## src/rtl/mips_test_monitor_pkg.sv

```systemverilog
// mips_tb_pkg: shared state encoding and width helpers for the test monitor
package mips_tb_pkg;
  typedef enum logic [1:0] {IDLE, RUN, COMPARE, DONE} mon_state_e;
  function automatic int idx_w(input int n);
    return (n > 1) ? $clog2(n) : 1;
  endfunction
  function automatic int cnt_w(input int n);
    return $clog2(n + 1);
  endfunction
  function automatic int timeout_w(input int c);
    return (c > 1) ? $clog2(c) : 1;
  endfunction
endpackage

```

## src/rtl/mips_test_monitor_if.sv

```systemverilog
// mips_test_monitor_if: control, config, memory-snoop and status bundle of the monitor
interface mips_test_monitor_if
  import mips_tb_pkg::*;
#(
  parameter int ADDR_W   = 32,
  parameter int DATA_W   = 32,
  parameter int N_CHECKS = 4
);
  localparam int IDX_W = idx_w(N_CHECKS);
  localparam int CNT_W = cnt_w(N_CHECKS);
  logic              i_start;
  logic              i_cfg_we;
  logic [IDX_W-1:0]  i_cfg_idx;
  logic [ADDR_W-1:0] i_cfg_addr;
  logic [DATA_W-1:0] i_cfg_data;
  logic              i_mem_we;
  logic [ADDR_W-1:0] i_mem_addr;
  logic [DATA_W-1:0] i_mem_wdata;
  logic              o_busy;
  logic              o_done;
  logic              o_pass;
  logic              o_timeout;
  logic [CNT_W-1:0]  o_err_count;
  logic [IDX_W-1:0]  o_first_fail_idx;
  modport master (
    output i_start, i_cfg_we, i_cfg_idx, i_cfg_addr, i_cfg_data, i_mem_we, i_mem_addr, i_mem_wdata,
    input  o_busy, o_done, o_pass, o_timeout, o_err_count, o_first_fail_idx
  );
  modport slave (
    input  i_start, i_cfg_we, i_cfg_idx, i_cfg_addr, i_cfg_data, i_mem_we, i_mem_addr, i_mem_wdata,
    output o_busy, o_done, o_pass, o_timeout, o_err_count, o_first_fail_idx
  );
endinterface

```

## src/rtl/mips_test_monitor_slot_file.sv

```systemverilog
// monitor_slot_file: watched address, expected value, shadow and written bit per slot
module monitor_slot_file #(
  parameter int ADDR_W   = 32,
  parameter int DATA_W   = 32,
  parameter int N_CHECKS = 4,
  parameter int IDX_W    = 2
) (
  input  logic              i_clk,
  input  logic              i_rst_n,
  input  logic              i_clr,
  input  logic              i_cfg_we,
  input  logic [IDX_W-1:0]  i_cfg_idx,
  input  logic [ADDR_W-1:0] i_cfg_addr,
  input  logic [DATA_W-1:0] i_cfg_data,
  input  logic              i_snoop_we,
  input  logic [ADDR_W-1:0] i_snoop_addr,
  input  logic [DATA_W-1:0] i_snoop_wdata,
  input  logic [IDX_W-1:0]  i_rd_idx,
  output logic              o_rd_mismatch
);
  logic [ADDR_W-1:0] addr_q   [N_CHECKS];
  logic [DATA_W-1:0] exp_q    [N_CHECKS];
  logic [DATA_W-1:0] shadow_q [N_CHECKS];
  logic              written_q[N_CHECKS];
  // Config writes only hit existing slots; every matching slot captures a snooped write
  always_ff @(posedge i_clk or negedge i_rst_n) begin
    if (!i_rst_n) begin
      for (int k = 0; k < N_CHECKS; k++) begin
        addr_q[k]    <= '0;
        exp_q[k]     <= '0;
        shadow_q[k]  <= '0;
        written_q[k] <= 1'b0;
      end
    end else begin
      for (int k = 0; k < N_CHECKS; k++) begin
        if (i_cfg_we && i_cfg_idx == IDX_W'(k)) begin
          addr_q[k] <= i_cfg_addr;
          exp_q[k]  <= i_cfg_data;
        end
        if (i_clr) begin
          shadow_q[k]  <= '0;
          written_q[k] <= 1'b0;
        end else if (i_snoop_we && i_snoop_addr == addr_q[k]) begin
          shadow_q[k]  <= i_snoop_wdata;
          written_q[k] <= 1'b1;
        end
      end
    end
  end
  assign o_rd_mismatch = !written_q[i_rd_idx] || shadow_q[i_rd_idx] != exp_q[i_rd_idx];
endmodule

```

## src/rtl/mips_test_monitor.sv

```systemverilog
// mips_test_monitor: snoops core data writes and reports pass/fail/timeout of a regression run
module mips_test_monitor
  import mips_tb_pkg::*;
#(
  parameter int              ADDR_W         = 32,
  parameter int              DATA_W         = 32,
  parameter int              N_CHECKS       = 4,
  parameter logic [ADDR_W-1:0] DONE_ADDR    = '0,
  parameter int              DONE_BIT       = 0,
  parameter int              TIMEOUT_CYCLES = 100000
) (
  input logic i_clk,
  input logic i_rst_n,
  mips_test_monitor_if.slave bus
);
  localparam int IDX_W = idx_w(N_CHECKS);
  localparam int CNT_W = cnt_w(N_CHECKS);
  localparam int TMO_W = timeout_w(TIMEOUT_CYCLES);
  mon_state_e       state_q, state_d;
  logic [TMO_W-1:0] tmo_q, tmo_d;
  logic [IDX_W-1:0] idx_q, idx_d, ff_q, ff_d;
  logic [CNT_W-1:0] err_q, err_d;
  logic trk_q, trk_d, busy_q, busy_d, done_q, done_d, pass_q, pass_d, tflag_q, tflag_d;
  logic start_run, done_addr_hit, done_wr, tmo_hit, mismatch;
  assign start_run     = bus.i_start && (state_q == IDLE || state_q == DONE);
  assign done_addr_hit = state_q == RUN && bus.i_mem_we && bus.i_mem_addr == DONE_ADDR;
  assign done_wr       = done_addr_hit && bus.i_mem_wdata[DONE_BIT] && !trk_q;
  assign tmo_hit       = tmo_q == TMO_W'(TIMEOUT_CYCLES - 1);
  monitor_slot_file #(
    .ADDR_W(ADDR_W), .DATA_W(DATA_W), .N_CHECKS(N_CHECKS), .IDX_W(IDX_W)
  ) u_slots (
    .i_clk        (i_clk),
    .i_rst_n      (i_rst_n),
    .i_clr        (start_run),
    .i_cfg_we     (bus.i_cfg_we && state_q == IDLE),
    .i_cfg_idx    (bus.i_cfg_idx),
    .i_cfg_addr   (bus.i_cfg_addr),
    .i_cfg_data   (bus.i_cfg_data),
    .i_snoop_we   (state_q == RUN && bus.i_mem_we),
    .i_snoop_addr (bus.i_mem_addr),
    .i_snoop_wdata(bus.i_mem_wdata),
    .i_rd_idx     (idx_q),
    .o_rd_mismatch(mismatch)
  );
  // State register
  always_ff @(posedge i_clk or negedge i_rst_n) begin
    if (!i_rst_n) state_q <= IDLE;
    else          state_q <= state_d;
  end
  // Next state; a done write takes priority over timeout in the same cycle
  always_comb begin
    state_d = state_q;
    unique case (state_q)
      IDLE:    state_d = start_run ? RUN : IDLE;
      RUN:     state_d = done_wr ? COMPARE : tmo_hit ? DONE : RUN;
      COMPARE: state_d = (idx_q == IDX_W'(N_CHECKS - 1)) ? DONE : COMPARE;
      DONE:    state_d = start_run ? RUN : DONE;
    endcase
  end
  // Datapath and status next values; err_q still zero marks the first mismatch
  always_comb begin
    tmo_d   = tmo_q;
    idx_d   = idx_q;
    trk_d   = trk_q;
    err_d   = err_q;
    ff_d    = ff_q;
    tflag_d = tflag_q;
    if (start_run) begin
      tmo_d   = '0;
      idx_d   = '0;
      trk_d   = 1'b0;
      err_d   = '0;
      ff_d    = '0;
      tflag_d = 1'b0;
    end else if (state_q == RUN) begin
      tmo_d   = tmo_q + 1'b1;
      trk_d   = done_addr_hit ? bus.i_mem_wdata[DONE_BIT] : trk_q;
      tflag_d = !done_wr && tmo_hit;
    end else if (state_q == COMPARE) begin
      idx_d = idx_q + 1'b1;
      err_d = err_q + CNT_W'(mismatch);
      ff_d  = (mismatch && err_q == '0) ? idx_q : ff_q;
    end
    busy_d = state_d == RUN || state_d == COMPARE;
    done_d = state_d == DONE;
    pass_d = done_d && err_d == '0 && !tflag_d;
  end
  // Datapath and status registers
  always_ff @(posedge i_clk or negedge i_rst_n) begin
    if (!i_rst_n) begin
      tmo_q   <= '0;
      idx_q   <= '0;
      trk_q   <= 1'b0;
      err_q   <= '0;
      ff_q    <= '0;
      tflag_q <= 1'b0;
      busy_q  <= 1'b0;
      done_q  <= 1'b0;
      pass_q  <= 1'b0;
    end else begin
      tmo_q   <= tmo_d;
      idx_q   <= idx_d;
      trk_q   <= trk_d;
      err_q   <= err_d;
      ff_q    <= ff_d;
      tflag_q <= tflag_d;
      busy_q  <= busy_d;
      done_q  <= done_d;
      pass_q  <= pass_d;
    end
  end
  assign bus.o_busy           = busy_q;
  assign bus.o_done           = done_q;
  assign bus.o_pass           = pass_q;
  assign bus.o_timeout        = tflag_q;
  assign bus.o_err_count      = err_q;
  assign bus.o_first_fail_idx = ff_q;
endmodule

```

## src/flat_wrapper.sv

```systemverilog
// flat-port wrapper written by rule: the top's interface ports become plain ports
module mips_test_monitor_flat import mips_tb_pkg::*;
#(
  parameter int              ADDR_W         = 32,
  parameter int              DATA_W         = 32,
  parameter int              N_CHECKS       = 4,
  parameter logic [ADDR_W-1:0] DONE_ADDR    = '0,
  parameter int              DONE_BIT       = 0,
  parameter int              TIMEOUT_CYCLES = 100000
)
  (i_clk, i_rst_n, bus_i_start, bus_i_cfg_we, bus_i_cfg_idx, bus_i_cfg_addr, bus_i_cfg_data, bus_i_mem_we, bus_i_mem_addr, bus_i_mem_wdata, bus_o_busy, bus_o_done, bus_o_pass, bus_o_timeout, bus_o_err_count, bus_o_first_fail_idx);
  mips_test_monitor_if #(.ADDR_W(ADDR_W), .DATA_W(DATA_W), .N_CHECKS(N_CHECKS)) bus_i ();
  input logic i_clk;
  input logic i_rst_n;
  input wire logic [$bits(bus_i.i_start)-1:0] bus_i_start;
  input wire logic [$bits(bus_i.i_cfg_we)-1:0] bus_i_cfg_we;
  input wire logic [$bits(bus_i.i_cfg_idx)-1:0] bus_i_cfg_idx;
  input wire logic [$bits(bus_i.i_cfg_addr)-1:0] bus_i_cfg_addr;
  input wire logic [$bits(bus_i.i_cfg_data)-1:0] bus_i_cfg_data;
  input wire logic [$bits(bus_i.i_mem_we)-1:0] bus_i_mem_we;
  input wire logic [$bits(bus_i.i_mem_addr)-1:0] bus_i_mem_addr;
  input wire logic [$bits(bus_i.i_mem_wdata)-1:0] bus_i_mem_wdata;
  output wire logic [$bits(bus_i.o_busy)-1:0] bus_o_busy;
  output wire logic [$bits(bus_i.o_done)-1:0] bus_o_done;
  output wire logic [$bits(bus_i.o_pass)-1:0] bus_o_pass;
  output wire logic [$bits(bus_i.o_timeout)-1:0] bus_o_timeout;
  output wire logic [$bits(bus_i.o_err_count)-1:0] bus_o_err_count;
  output wire logic [$bits(bus_i.o_first_fail_idx)-1:0] bus_o_first_fail_idx;
  assign bus_i.i_start = bus_i_start;
  assign bus_i.i_cfg_we = bus_i_cfg_we;
  assign bus_i.i_cfg_idx = bus_i_cfg_idx;
  assign bus_i.i_cfg_addr = bus_i_cfg_addr;
  assign bus_i.i_cfg_data = bus_i_cfg_data;
  assign bus_i.i_mem_we = bus_i_mem_we;
  assign bus_i.i_mem_addr = bus_i_mem_addr;
  assign bus_i.i_mem_wdata = bus_i_mem_wdata;
  assign bus_o_busy = bus_i.o_busy;
  assign bus_o_done = bus_i.o_done;
  assign bus_o_pass = bus_i.o_pass;
  assign bus_o_timeout = bus_i.o_timeout;
  assign bus_o_err_count = bus_i.o_err_count;
  assign bus_o_first_fail_idx = bus_i.o_first_fail_idx;
  mips_test_monitor #(.ADDR_W(ADDR_W), .DATA_W(DATA_W), .N_CHECKS(N_CHECKS), .DONE_ADDR(DONE_ADDR), .DONE_BIT(DONE_BIT), .TIMEOUT_CYCLES(TIMEOUT_CYCLES)) u_core (.i_clk(i_clk), .i_rst_n(i_rst_n), .bus(bus_i));
endmodule
```

## config.mk

```make
export PLATFORM = sky130hd
export DESIGN_NAME = mips_test_monitor_flat
export DESIGN_NICKNAME = d
export VERILOG_FILES = /design/src/rtl/mips_test_monitor_pkg.sv /design/src/rtl/mips_test_monitor_if.sv /design/src/rtl/mips_test_monitor_slot_file.sv /design/src/rtl/mips_test_monitor.sv /design/src/flat_wrapper.sv
export SDC_FILE = /design/constraint.sdc
export NUM_CORES = 1
export LEC_CHECK = 0
export ABC_AREA = 0
export CORE_MARGIN = 2
export CORE_UTILIZATION = 45
export DETAILED_ROUTE_END_ITERATION = 8
export PLACE_DENSITY_LB_ADDON = 0.12
export SLEW_MARGIN = 20
export SYNTH_ARGS = -nofsm -noshare
export SYNTH_HDL_FRONTEND = slang
export SYNTH_HIERARCHICAL = 1
export SYNTH_SLANG_ARGS = --single-unit
```

## constraint.sdc

```tcl
create_clock -name i_clk -period 3.9 [get_ports i_clk]
set_clock_uncertainty 0.2 [all_clocks]
set_input_delay 1.17 -clock i_clk [delete_from_list [all_inputs] [get_ports i_clk]]
set_output_delay 1.17 -clock i_clk [all_outputs]
set_load 0.1 [all_outputs]
```

==> results of run 1 <==
## sequential cells by signal (all words and copies together) (netlist names), 2 cells and up
signal / count
u_core/bus.o_first_fail_idx: 2
u_core/u_slots/shadow_q: 128
u_core/idx_q: 2
u_core/state_q: 2
u_core/tmo_q: 17
u_core/u_slots/addr_q: 128
u_core/u_slots/written_q: 4
u_core/u_slots/exp_q: 128
u_core/bus.o_err_count: 3
## worst paths after layout
check,cells past startpoint,start,slack (ns),endpoint
setup / recovery,16,u_core/idx_q[0],0.04,u_core/bus.o_pass
hold / removal,1,u_core/u_slots/exp_q[37],0.30,u_core/u_slots/exp_q[37]
setup reg to reg,16,u_core/idx_q[0],0.04,u_core/bus.o_pass
hold reg to reg,1,u_core/u_slots/exp_q[37],0.30,u_core/u_slots/exp_q[37]
max in group asynchronous,2,i_rst_n,2.28,u_core/u_slots/shadow_q[29]
min in group asynchronous,1,i_rst_n,0.31,u_core/u_slots/addr_q[24]
## what timing repair did
action | 4_1_cts | 5_1_grt
gates cloned | 0 | 2
resized for setup | 2 | 21
pin swaps | 0 | 11
buffers inserted | 0 | 16
setup endpoints to repair | 1 | 1
## power groups by stage
stage	logic [W]	clock network, W	registers (W)
2_1_floorplan	0.00260	0	0.00628
3_3_place_gp	0.00388	0	0.00639
3_5_place_dp	0.00395	0	0.00646
4_1_cts	0.00398	0.00433	0.00640
5_1_grt	0.00428	0.00451	0.00655
6_report	0.00402	0.00424	0.00640
## final cells by class
cell class	instances	area (um2)	area share
repair buffers	271	2800	0.110
multi-input cells	1117	9900	0.389
inverters	15	58.8	0.00231
flip-flops and latches	419	10500	0.412
diodes	1	2.50	0.0000983
clock buffers	67	1330	0.0523
clock inverters	16	120	0.00472
well taps	607	759	0.0298
## layout by cell type, fill, tap and decap left out, types with 3 or more instances in the layout
master,netlist,final
o21ai_0,4,4
mux2_2,256,256
xnor2_1,28,23
xor2_1,146,145
buf_12,0,29
nand3_1,20,19
nor4_2,4,6
nor4_1,59,57
nand4_1,145,145
clkinv_2,0,11
buf_4,2,100
a21oi_1,141,141
buf_6,14,5
dfrtp_1,419,417
clkbuf_16,0,49
nor2_1,16,14
mux4_2,59,59
o31ai_1,130,130
xnor2_2,0,5
nand3b_1,5,5
or3_1,6,6
and3_1,7,7
nand2b_1,9,9
o21ai_1,7,7
nor4b_1,4,3
and4_1,6,6
nand2_1,14,14
or4_4,5,5
clkdlybuf4s50_1,0,133
inv_1,14,14
clkbuf_1,97,12
ha_1,11,9
nor3_1,10,10
clkbuf_8,0,8
nor3b_4,4,4
## routing by layer
layer  GRT usage  vias up
met4      0.0897        2
met5           0        -
met2       0.435      714
met3      0.0573      134
li1            -     6793
met1       0.378     8117
## metrics by stage
stage | util | total power (W) | setup TNS, ns | setup WS, ns
6_report | 0.550 | 0.0147 | 0 | 0.0441
5_1_grt | 0.550 | 0.0153 | -0.0893 | -0.0893
4_1_cts | 0.544 | 0.0147 | 0 | 0.0127
3_5_place_dp | 0.512 | 0.0104 | -0.509 | -0.412
3_3_place_gp | 0.512 | 0.0103 | -0.339 | -0.304
2_1_floorplan | - | 0.00888 | 0 | 0.615
## critical path: cells and delay by family (launching register included)
| kind | cells | cell delay, ns |
|---|---|---|
| AND/OR/NAND/NOR | 7 | 1.18 |
| buffers and inverters | 4 | 0.63 |
| flip-flops | 1 | 0.59 |
| multiplexers | 1 | 0.54 |
| XOR/XNOR | 2 | 0.34 |
| adder cells (fa/ha/maj) | 2 | 0.31 |
## kinds of logic after synthesis
logic type,Yosys count,synth area share
buf+inv,155,0.0345
flops,419,0.500
fa+ha+maj,11,0.00656
compound gates,293,0.0876
simple gates,322,0.0975
xor+xnor,174,0.0726
mux,317,0.202
==> results.json, run 1 <==
{
  "arrival_ns": 4.17,
  "root_buffer": "clkbuf_16",
  "antenna_found_initial": 2,
  "drtPass1Iterations": 5,
  "drtIter0Drc": 1496,
  "synth_top_area_share": 0.500,
  "drt-total-wl_um": 66400,
  "period_needed_ns": 3.86,
  "gp_routability_congestion": 0.826,
  "rsz0062_at_grt": "yes",
  "status": "complete, no violations",
  "required_ns": 4.22,
  "intPower_w": 0.00999,
  "fill_cells": 3926,
  "slew_viol_final": 0,
  "ys_types": 50,
  "cts_buffers": 47,
  "slew_headroom": 0.497,
  "areaGrowthSynthToFinish_pct": 21.3,
  "cts_tree": "built",
  "ios": 144,
  "track_usage": 0.275,
  "clockBufferDepth": 3,
  "ys_seq_area_frac": 0.500,
  "start_kind": "flop",
  "clkTransAtPathRegs_ns": 0.06,
  "final_area_um2": 25500,
  "finalHoldViolCount": 0,
  "wire_per_inst_um": 26.4,
  "initial_core_util": 0.454,
  "crit_path_cell_trace": "clkbuf_16 -> buf_6 -> mux4_2 -> xnor2_2 -> buf_4 -> nand4_1 -> nor4_2 -> nand4_1 -> buf_6 -> ha_4 -> ha_4 -> nand3b_1 -> xor2_1 -> nor2_2 -> nor4b_2 -> and3_1",
  "num_vias": 15760,
  "fp.dieW_um": 220,
  "overflow": 0,
  "drive_gt1_frac": 0.292,
  "grt_start_max_net_pins": 135,
  "yosysMostFrequentCell": "dfrtp_1",
  "synth_edf_count": 0,
  "fmax_mhz": 259,
  "clkPwrFrac": 0.289,
  "avgSynthCellArea_um2": 12.4,
  "synth_cells": 1691,
  "num_rows": 79,
  "tightest_slew_ns": 0.754,
  "synth_fp_nets": 1837,
  "worstSetupPathType": "flop to flop",
  "synthArstFlopShare": 1.00,
  "ys_seq_elements": 419,
  "synth_area_um2": 21000,
  "route.met3.wl_um": 4980,
  "p_sw_frac": 0.318,
  "cap_violations": 0,
  "setup_viol": 0,
  "hold_buffers": 0,
  "core_area_um2": 46300,
  "power_density_nw_per_um2": 576,
  "final_cells": 2513,
  "hpwl_um": 40500,
  "critPathMaxStageDelay_ns": 0.59,
  "antenna_left": 0,
  "fin_crit_sh": 0.989,
  "p_leak_nw": 10.2,
  "route.met2.wl_um": 31600,
  "yosysTopAreaCell": "dfrtp_1",
  "synthTopCellsByArea": "dfrtp_1 (50%), mux2_2 (14%), mux4_2 (6.3%)",
  "holdWs_ns": 0.300,
  "grt_pass1_wl_um": 99500,
  "synth_top_flop_cell": "dfrtp_1",
  "clkLatencyLatePin_ns": 0.60,
  "dpl_cell_area_um2": 23700,
  "pwr-share-comb": 0.274,
  "drc": 0,
  "dieHeight_um": 220,
  "wl_met1_um": 28100,
  "crit_fanout": 7,
  "die_area_um2": 48400,
  "dp.cells": 2411,
  "p_sw_w": 0.00467,
  "cts_sinks": 419,
  "ir_drop_uv": 351,
  "yosysWarnings": 6,
  "synthTopCellsByCount": "dfrtp_1 (419), mux2_2 (256), xor2_1 (146), nand4_1 (145), a21oi_1 (141)",
  "crit_path_top_delay_cell": "dfrtp_4",
  "routed.top_layer": "met5",
  "hp-class": "flop to flop",
  "end_kind": "flop",
  "vias_per_cell": 6.27,
  "power_frac_seq": 0.436,
  "port_buffers": 143,
  "nets": 2017,
  "h-tree-depth": 2,
  "grt_pass1_vias": 16282
}
(Power assumes the default switching activity.)
==> run 2, diff against run 1 <==
Settings changed: CTS_CLUSTER_SIZE from default to 10, REMOVE_ABC_BUFFERS from default to 1.
==> run 2 against run 1 <==
Compared with the run above: combinational power fell by 4%; non-clock buffer count fell by 29; worst hold slack got worse by 0.0020 ns; sequential cell count did not move.
==> results.json, run 2 (synthesis results as in run 1) <==
{
  "cap_violations": 0,
  "regToRegSetupSlack_ns": 0.20,
  "top_regs": "u_core/u_slots/addr_q x128, u_core/u_slots/exp_q x128, u_core/u_slots/shadow_q x128",
  "p_leak_nw": 9.99,
  "grt_pass1_wl_um": 97900,
  "power_density_nw_per_um2": 572,
  "core_area_um2": 46300,
  "r2r_cells": 13,
  "track_usage": 0.268,
  "overflow": 0,
  "antenna_found_initial": 0,
  "ir_drop_uv": 340,
  "period_needed_ns": 3.70,
  "drt-total-wl_um": 64600,
  "setup_viol": 0,
  "fin_crit_sh": 0.948,
  "cts_buffers": 49,
  "clockBufferDepth": 3,
  "grt_pass1_vias": 16041,
  "layout_common_cells": "dfrtp_1 (417), mux2_2 (256), xor2_1 (146)",
  "fmax_mhz": 270,
  "worstSetupPathType": "flop to flop",
  "drtPass1Iterations": 5,
  "status": "complete, no violations",
  "final_area_um2": 25100,
  "fin_util": 0.542,
  "hold_buffers": 0,
  "areaGrowthSynthToFinish_pct": 19.4,
  "drtIter0Drc": 1410,
  "vias_per_cell": 6.30,
  "dpl_cell_area_um2": 23600,
  "fill_cells": 4001,
  "holdWs_ns": 0.298,
  "slew_viol_final": 0,
  "hp-class": "flop to flop",
  "r2r_end": "u_core/bus.o_pass",
  "dieHeight_um": 220,
  "crit_start": "u_core/idx_q[0]",
  "wire_per_inst_um": 26.2,
  "cts_tree": "built",
  "cts_sinks": 419,
  "rsz0062_at_grt": "no",
  "tightest_slew_ns": 0.738,
  "fp.dieW_um": 220,
  "crit_fanout": 16,
  "ios": 144,
  "endpoint": "u_core/bus.o_pass",
  "antenna_left": 0,
  "root_buffer": "clkbuf_16",
  "finalHoldViolCount": 0,
  "port_buffers": 143,
  "num_rows": 79,
  "clkLatencyLatePin_ns": 0.59,
  "arrival_ns": 4.02,
  "initial_core_util": 0.454,
  "num_vias": 15535,
  "start_kind": "flop",
  "end_kind": "flop",
  "final_common_cell": "dfrtp_1",
  "rr_startpoint": "u_core/idx_q[0]",
  "grt_start_max_net_pins": 133,
  "drc": 0,
  "h-tree-depth": 2,
  "slew_headroom": 0.508,
  "hpwl_um": 40100,
  "clkTransAtPathRegs_ns": 0.06,
  "n_antenna_cell": 0,
  "nets": 1990,
  "drive_gt1_frac": 0.271,
  "gp_routability_congestion": 0.838,
  "required_ns": 4.23,
  "die_area_um2": 48400
}
## run 2: repair_timing
action | in CTS | in global routing
buffers inserted | 0 | 4
resized for setup | 1 | 7
setup endpoints to repair | 1 | 1
cloned | 0 | 0
pin swaps | 0 | 7
## run 2: per-stage QoR
stage	power, W	TNS, ns	setup slack (ns)	instances
after floorplan	0.00886	-203.18	-3.08	1551
after global placement	0.0101	-1.32	-0.615	2396
after detailed placement	0.0103	-1.61	-0.690	2396
after CTS	0.0144	0	0.00182	2462
after global routing	0.0150	0	0.00605	2466
final	0.0143	0	0.202	2466
## run 2: worst min-delay path by stage
stage	slack, ns	start	cells after the start	endpoint
after detailed placement	0.29	u_core/u_slots/exp_q[35]	1	u_core/u_slots/exp_q[35]
after global placement	0.28	u_core/u_slots/exp_q[61]	1	u_core/u_slots/exp_q[61]
after global routing	0.31	u_core/u_slots/exp_q[35]	1	u_core/u_slots/exp_q[35]
after floorplan	0.27	u_core/u_slots/exp_q[34]	1	u_core/u_slots/exp_q[34]
after CTS	0.30	u_core/u_slots/exp_q[35]	1	u_core/u_slots/exp_q[35]
final	0.30	u_core/u_slots/exp_q[53]	1	u_core/u_slots/exp_q[53]
## run 2: where the power goes
part	switching [W]	total [W]	leakage [nW]	internal, W
sequential	0.000751	0.00640	5.31	0.00565
combinational	0.00194	0.00386	4.03	0.00192
clock	0.00172	0.00407	0.654	0.00234
## run 2: metal layers
metal | track usage | vias up | wire length (um)
met5 | 0 | - | 0
met2 | 0.432 | 621 | 31100
met1 | 0.364 | 8075 | 27400
met3 | 0.0464 | 104 | 4270
li1 | - | 6735 | -
met4 | 0.100 | 0 | 1750
## run 2: worst max-delay path, stage by stage (launching register included)
cell,delay [ns]
dfrtp_4,0.50
buf_12,0.21
mux4_2,0.53
xnor2_1,0.22
nand4_1,0.33
nor4_2,0.24
nand4_1,0.12
buf_4,0.17
ha_1,0.18
ha_1,0.27
mux2i_1,0.12
nor2_1,0.08
nor4b_2,0.26
and3_1,0.17
## run 2: area by class of cell
class	instances	area (um2)	share of cell area
multi-input cells	1117	9840	0.393
repair buffers	242	2560	0.102
well taps	607	759	0.0303
inverters	15	58.8	0.00235
flip-flops and latches	419	10500	0.419
clock buffers	66	1340	0.0535
==> run 3, diff against run 2 <==
Settings changed: GPL_ROUTABILITY_DRIVEN from default to 0.
==> results of run 3 <==
Same layout as run 2: the final DEF is identical, and so are final timing and power.
==> patch 1: new RTL, flow settings as in run 3 <==
Take the reset off `ff_q` and load it in a clocked block of its own.
--- a/src/rtl/mips_test_monitor.sv
+++ b/src/rtl/mips_test_monitor.sv
@@ -94,3 +94,2 @@
       err_q   <= '0;
-      ff_q    <= '0;
       tflag_q <= 1'b0;
@@ -104,3 +103,2 @@
       err_q   <= err_d;
-      ff_q    <= ff_d;
       tflag_q <= tflag_d;
@@ -110,2 +108,6 @@
     end
+  end
+
+  always_ff @(posedge i_clk) begin
+    ff_q <= ff_d;
   end
Check against the original RTL: not equivalent (a bounded check fails within 10 cycles, from zero or initial values and one cycle with i_rst_n low; the reset may be asserted at any time).
==> patch 1 against run 3 <==
Synthesized cell count down 0.47%. Total power up 1.5%. Routed wire length up 2.9%. Area after synthesis about the same. Critical path depth unchanged. Count of clock-buffer cells in the layout up 8. Sequential cell count unchanged. First-iteration DRC count up 8.6%. Via count up 0.24%. Design area about the same. Clock power up 3%. Setup slack worse by 0.052 ns. Critical path type unchanged. Largest power group unchanged. Highest routed layer is now met5.
==> patch 1: results (changes against run 3) <==
[sta]
maxSlewViolCount = 0  ; unchanged
tightest_slew_ns = 0.601  ; -0.137 ns

[route]
avgViaCountPerCell = 6.33  ; +0.53%
wl_mm = 66.4  ; +2.9%
dr.pass1.iters = 5  ; unchanged
wl_met3_mm = 4.86  ; +14%
wl_per_cell_um = 27.0  ; +3.2%
routedLengthMet1_mm = 27.0  ; -1.4%
top_layer_used = met5
drtIter0Drc = 1531  ; +8.6%
met2_length_mm = 32.6  ; +4.9%

[global_routing]
grt_max_degree = 106  ; -20%
track_usage = 0.279  ; +0.0108
grt_antenna_before_repair = 4  ; +4
grt_pass1_vias = 16400  ; +2.4%
grt_pass1_wl_mm = 102  ; +3.7%

[clock_network]
h-tree-depth = 2  ; unchanged
cts_max_path_buffers = 3  ; unchanged
clock_latency_ns = 0.60
clockRootBuffer = clkbuf_16
numCtsBuffers = 49  ; unchanged
clk_pin_slew_worst_paths_ns = 0.06  ; about the same

[logic_synthesis]
yosysSeqAreaShare = 0.499  ; about the same
yosysWarnings = 6  ; unchanged
ys_top_cells_by_area = dfrtp_1 (50%), mux2_2 (14%), mux4_2 (6.3%), xor2_1 (6.3%), o31ai_1 (4.6%)
synth_cells = 1683  ; -0.47%
yosysMostFrequentCell = dfrtp_1
synthArstFlopShare = 0.995  ; -0.00477
synth_flop_cell = dfrtp_1
synth_cell_types = 53  ; +6.0%
synth_common_cells = dfrtp_1 (417), mux2_2 (256), xor2_1 (151)

[layout]
drive_gt1_frac = 0.269  ; -0.00139
nNetsFinal = 1972  ; -0.90%
largestRegisters = u_core/u_slots/addr_q x128, u_core/u_slots/exp_q x128, u_core/u_slots/shadow_q x128
nFillCells = 3940  ; -1.5%

[power]
irDropWorstVdd_mv = 0.361  ; +6.2%
p_per_area_nw_per_um2 = 580  ; +1.4%
leakagePower_nw = 9.99  ; about the same

[setup_path]
startpoint = u_core/idx_q[0]
crit_end = u_core/bus.o_pass
critPathMaxStageDelay_ns = 0.53  ; about the same
cp_slowest_cell = mux4_2
ff2ff_path_depth = 13  ; unchanged
worst_ep_arrival_time_ns = 4.03  ; about the same
worstPathMaxFanout = 13  ; -3
r2r-start = u_core/idx_q[0]
r2r_setup_slack_ns = 0.15  ; -0.05 ns
cp_top_family = simple AND/OR/NAND/NOR gates

[placement]
dpl_cell_area_um2 = 23600  ; -0.17%
port_buffers = 143  ; unchanged
dp_hpwl_mm = 40.3  ; +0.59%
place_ws_ns = -0.126  ; +0.564 ns
placed_cells = 2378  ; -0.75%

[hold_path]
worstHoldPathType = reg2reg

[status]
status = completed

[patch 1: cell types whose count changed after synthesis, moves of 3 or more]
cell | before | now
a21oi_1 | 141 | 134
inv_1 | 14 | 11
mux2i_1 | 2 | 5
nand2b_1 | 9 | 6
nor2_1 | 16 | 25
nor4_2 | 4 | 9
o21ai_1 | 7 | 2
or3_1 | 6 | 1
xor2_1 | 146 | 151
[patch 1: logic make-up (layout without fill, tap and decap cells)]
group | after synthesis | count (layout) | synth area share
AOI/OAI and AO/OA | 278 | 278 | 0.0837
xor gates and xnor gates | 180 | 180 | 0.0751
buffers and inverters | 151 | 318 | 0.0343
other | 0 | 2 | 0
adders and majority gates | 11 | 11 | 0.00656
muxes | 320 | 320 | 0.203
DFF | 419 | 419 | 0.499
and+or+nand+nor | 324 | 324 | 0.0981
[patch 1: worst min path at each step]
stage | from | end | slack, ns | cells after the start
floorplan | u_core/u_slots/exp_q[34] | u_core/u_slots/exp_q[34] | 0.27 | 1
global placement | u_core/u_slots/exp_q[60] | u_core/u_slots/exp_q[60] | 0.28 | 1
detailed placement | u_core/u_slots/exp_q[62] | u_core/u_slots/exp_q[62] | 0.29 | 1
CTS | u_core/u_slots/exp_q[62] | u_core/u_slots/exp_q[62] | 0.30 | 1
global route | u_core/u_slots/exp_q[51] | u_core/u_slots/exp_q[51] | 0.31 | 1
finish | u_core/u_slots/exp_q[62] | u_core/u_slots/exp_q[62] | 0.30 | 1
[patch 1: layout make-up]
| cell class | count | share of cell area |
|---|---|---|
| antenna | 2 | 0.000200 |
| sequential | 419 | 0.418 |
| timing repair buffer | 231 | 0.101 |
| clock buffer | 74 | 0.0559 |
| clock inverter | 1 | 0.000349 |
| multi-input combinational | 1113 | 0.393 |
| inverter | 12 | 0.00200 |
| tap | 607 | 0.0303 |
[patch 1: worst register-to-register path: cells and delay by family, from the launching register on]
| family | cells | cell delay (ns) |
|---|---|---|
| adder cells (fa/ha/maj) | 2 | 0.44 |
| multiplexers | 1 | 0.54 |
| flip-flops | 1 | 0.51 |
| XOR/XNOR | 2 | 0.35 |
| AND/OR/NAND/NOR | 6 | 1.30 |
| buffers and inverters | 2 | 0.33 |
[patch 1: where the power goes]
part	leakage, nW	switching (mW)	internal (mW)	total [mW]
Combinational	4.01	1.95	1.92	3.87
Sequential	5.29	0.818	5.65	6.47
Clock	0.684	1.76	2.44	4.20
[patch 1: timing repair]
action	CTS	global route
setup endpoints to repair	1	1
pin swaps	0	4
buffers inserted	0	4
gates resized for setup	3	2
[patch 1: per-layer routing]
layer	track usage	vias to the layer above
met2	0.466	693
met5	0	-
met1	0.365	8063
met3	0.0508	146
met4	0.0982	4
li1	-	6667
==> patch 2: new RTL, settings of run 3 <==
Made on the original files. `DATA_W` is set to 32 in 4 places; all go to 16.
--- a/src/rtl/mips_test_monitor_if.sv
+++ b/src/rtl/mips_test_monitor_if.sv
@@ -5,3 +5,3 @@
   parameter int ADDR_W   = 32,
-  parameter int DATA_W   = 32,
+  parameter int DATA_W   = 16,
   parameter int N_CHECKS = 4
--- a/src/rtl/mips_test_monitor_slot_file.sv
+++ b/src/rtl/mips_test_monitor_slot_file.sv
@@ -3,3 +3,3 @@
   parameter int ADDR_W   = 32,
-  parameter int DATA_W   = 32,
+  parameter int DATA_W   = 16,
   parameter int N_CHECKS = 4,
--- a/src/rtl/mips_test_monitor.sv
+++ b/src/rtl/mips_test_monitor.sv
@@ -5,3 +5,3 @@
   parameter int              ADDR_W         = 32,
-  parameter int              DATA_W         = 32,
+  parameter int              DATA_W         = 16,
   parameter int              N_CHECKS       = 4,
--- a/src/flat_wrapper.sv
+++ b/src/flat_wrapper.sv
@@ -4,3 +4,3 @@
   parameter int              ADDR_W         = 32,
-  parameter int              DATA_W         = 32,
+  parameter int              DATA_W         = 16,
   parameter int              N_CHECKS       = 4,
Interface: changed (resized bus_i_cfg_data and bus_i_mem_wdata); port bits go from 144 to 112. No check against the original RTL was run, so the function may have changed too.
==> patch 2 against run 3 <==
Sequential power fell by 28%. Routed wire length fell by 48%. Setup slack got worse by 0.064 ns. Cell count fell by 34%. Area after synthesis fell by 33%. Via count fell by 44%. Register-to-register slack got worse by 0.02 ns. Design area fell by 32%. Total power fell by 29%. Clock power fell by 29%. Sequential cell count fell by 128. Critical endpoint unchanged. Largest cell class unchanged.
==> patch 2: results (changes against run 3) <==
[route]
avgViaCountPerCell = 5.38  ; -15%
drtIter0Drc = 368  ; -74%
dr.pass1.iters = 4  ; -1

[layout]
drive_gt1_frac = 0.283  ; +0.0120
nFillCells = 2597  ; -35%
largestRegisters = u_core/u_slots/addr_q x128, u_core/u_slots/exp_q x64, u_core/u_slots/shadow_q x64
nNetsFinal = 1336  ; -33%

[setup_path]
ff2ff_path_depth = 11  ; -2
worstPathMaxFanout = 3  ; -13
r2r_setup_slack_ns = 0.18  ; -0.02 ns
critPathKind = in2reg
startpoint = bus_i_mem_addr[20]

[global_routing]
grt_antenna_before_repair = 1  ; +1
grt_pass1_wl_mm = 54.0  ; -45%
grt_pass1_vias = 9407  ; -41%
grt_max_degree = 87  ; -35%

[logic_synthesis]
synth_common_cells = dfrtp_1 (291), mux2_2 (193), nand2b_1 (83), xor2_1 (83), xnor2_1 (81)
synth_cells = 1056  ; -38%

[placement]
dpl_cell_area_um2 = 16100  ; -32%
dp_hpwl_mm = 22.9  ; -43%
placed_cells = 1581  ; -34%

[sta]
tightest_slew_ns = 0.591  ; -0.147 ns

[clock_network]
ctsResizeCount = 0  ; -1
clock_latency_ns = 0.50  ; -0.09 ns

[status]
status = completed

patch 2: cells by family after synthesis:
kind of cell | after synthesis | synth area share
xor gates and xnor gates | 164 | 0.102
and+or+nand+nor | 216 | 0.0934
adders and majority gates | 11 | 0.00979
buffers and inverters | 56 | 0.0175
muxes | 286 | 0.245
AOI/OAI and AO/OA | 32 | 0.0141
DFF | 291 | 0.518
patch 2: per-layer routing:
| layer | up-vias | routed length [um] | global-route usage |
|---|---|---|---|
| met1 | 4499 | 16200 | 0.305 |
| met2 | 140 | 15800 | 0.341 |
| met5 | - | 0 | 0 |
| met4 | 0 | 465 | 0.0461 |
| met3 | 42 | 1260 | 0.0341 |
| li1 | 4066 | - | - |
patch 2: worst min path at each step:
stage,depth (start not counted),startpoint,to
after global placement,1,u_core/u_slots/exp_q[30],u_core/u_slots/exp_q[30]
final,1,u_core/u_slots/exp_q[25],u_core/u_slots/exp_q[25]
after global routing,1,u_core/u_slots/exp_q[30],u_core/u_slots/exp_q[30]
after detailed placement,1,u_core/u_slots/exp_q[25],u_core/u_slots/exp_q[25]
after floorplan,1,u_core/u_slots/exp_q[16],u_core/u_slots/exp_q[16]
after CTS,1,u_core/u_slots/exp_q[25],u_core/u_slots/exp_q[25]
patch 2: layout make-up:
class,instances,share of cell area
clock buffers,43,0.0573
multi-input cells,709,0.383
inverters,9,0.00198
well taps,396,0.0290
flip-flops and latches,291,0.426
diodes,1,0.000147
repair buffers,176,0.102
patch 2: where the power goes:
part	internal, mW	total, mW	switching, mW	leakage [nW]
Combinational	1.57	2.74	1.17	3.27
Clock	1.73	2.89	1.15	0.481
Sequential	4.00	4.59	0.587	3.65
Total	7.30	10.2	2.91	7.40
patch 2: per-stage QoR:
step	worst slack, ns	hold WS, ns	TNS (ns)
after floorplan	-1.80	0.274	-87.88
after global placement	-0.318	0.281	-0.394
after detailed placement	-0.402	0.290	-0.598
after CTS	0.118	0.301	0
after global routing	0.00656	0.306	0
final	0.138	0.298	0
patch 2: worst max-delay path: stages:
cell and delay [ns]:
clkdlybuf4s50_1 0.47, nor4_1 0.29, buf_4 0.16, nand3_1 0.15, buf_4 0.20, or4_4 0.50
and3b_1 0.21, a211oi_2 0.23, ha_1 0.22, nor4b_1 0.21, and3_1 0.18
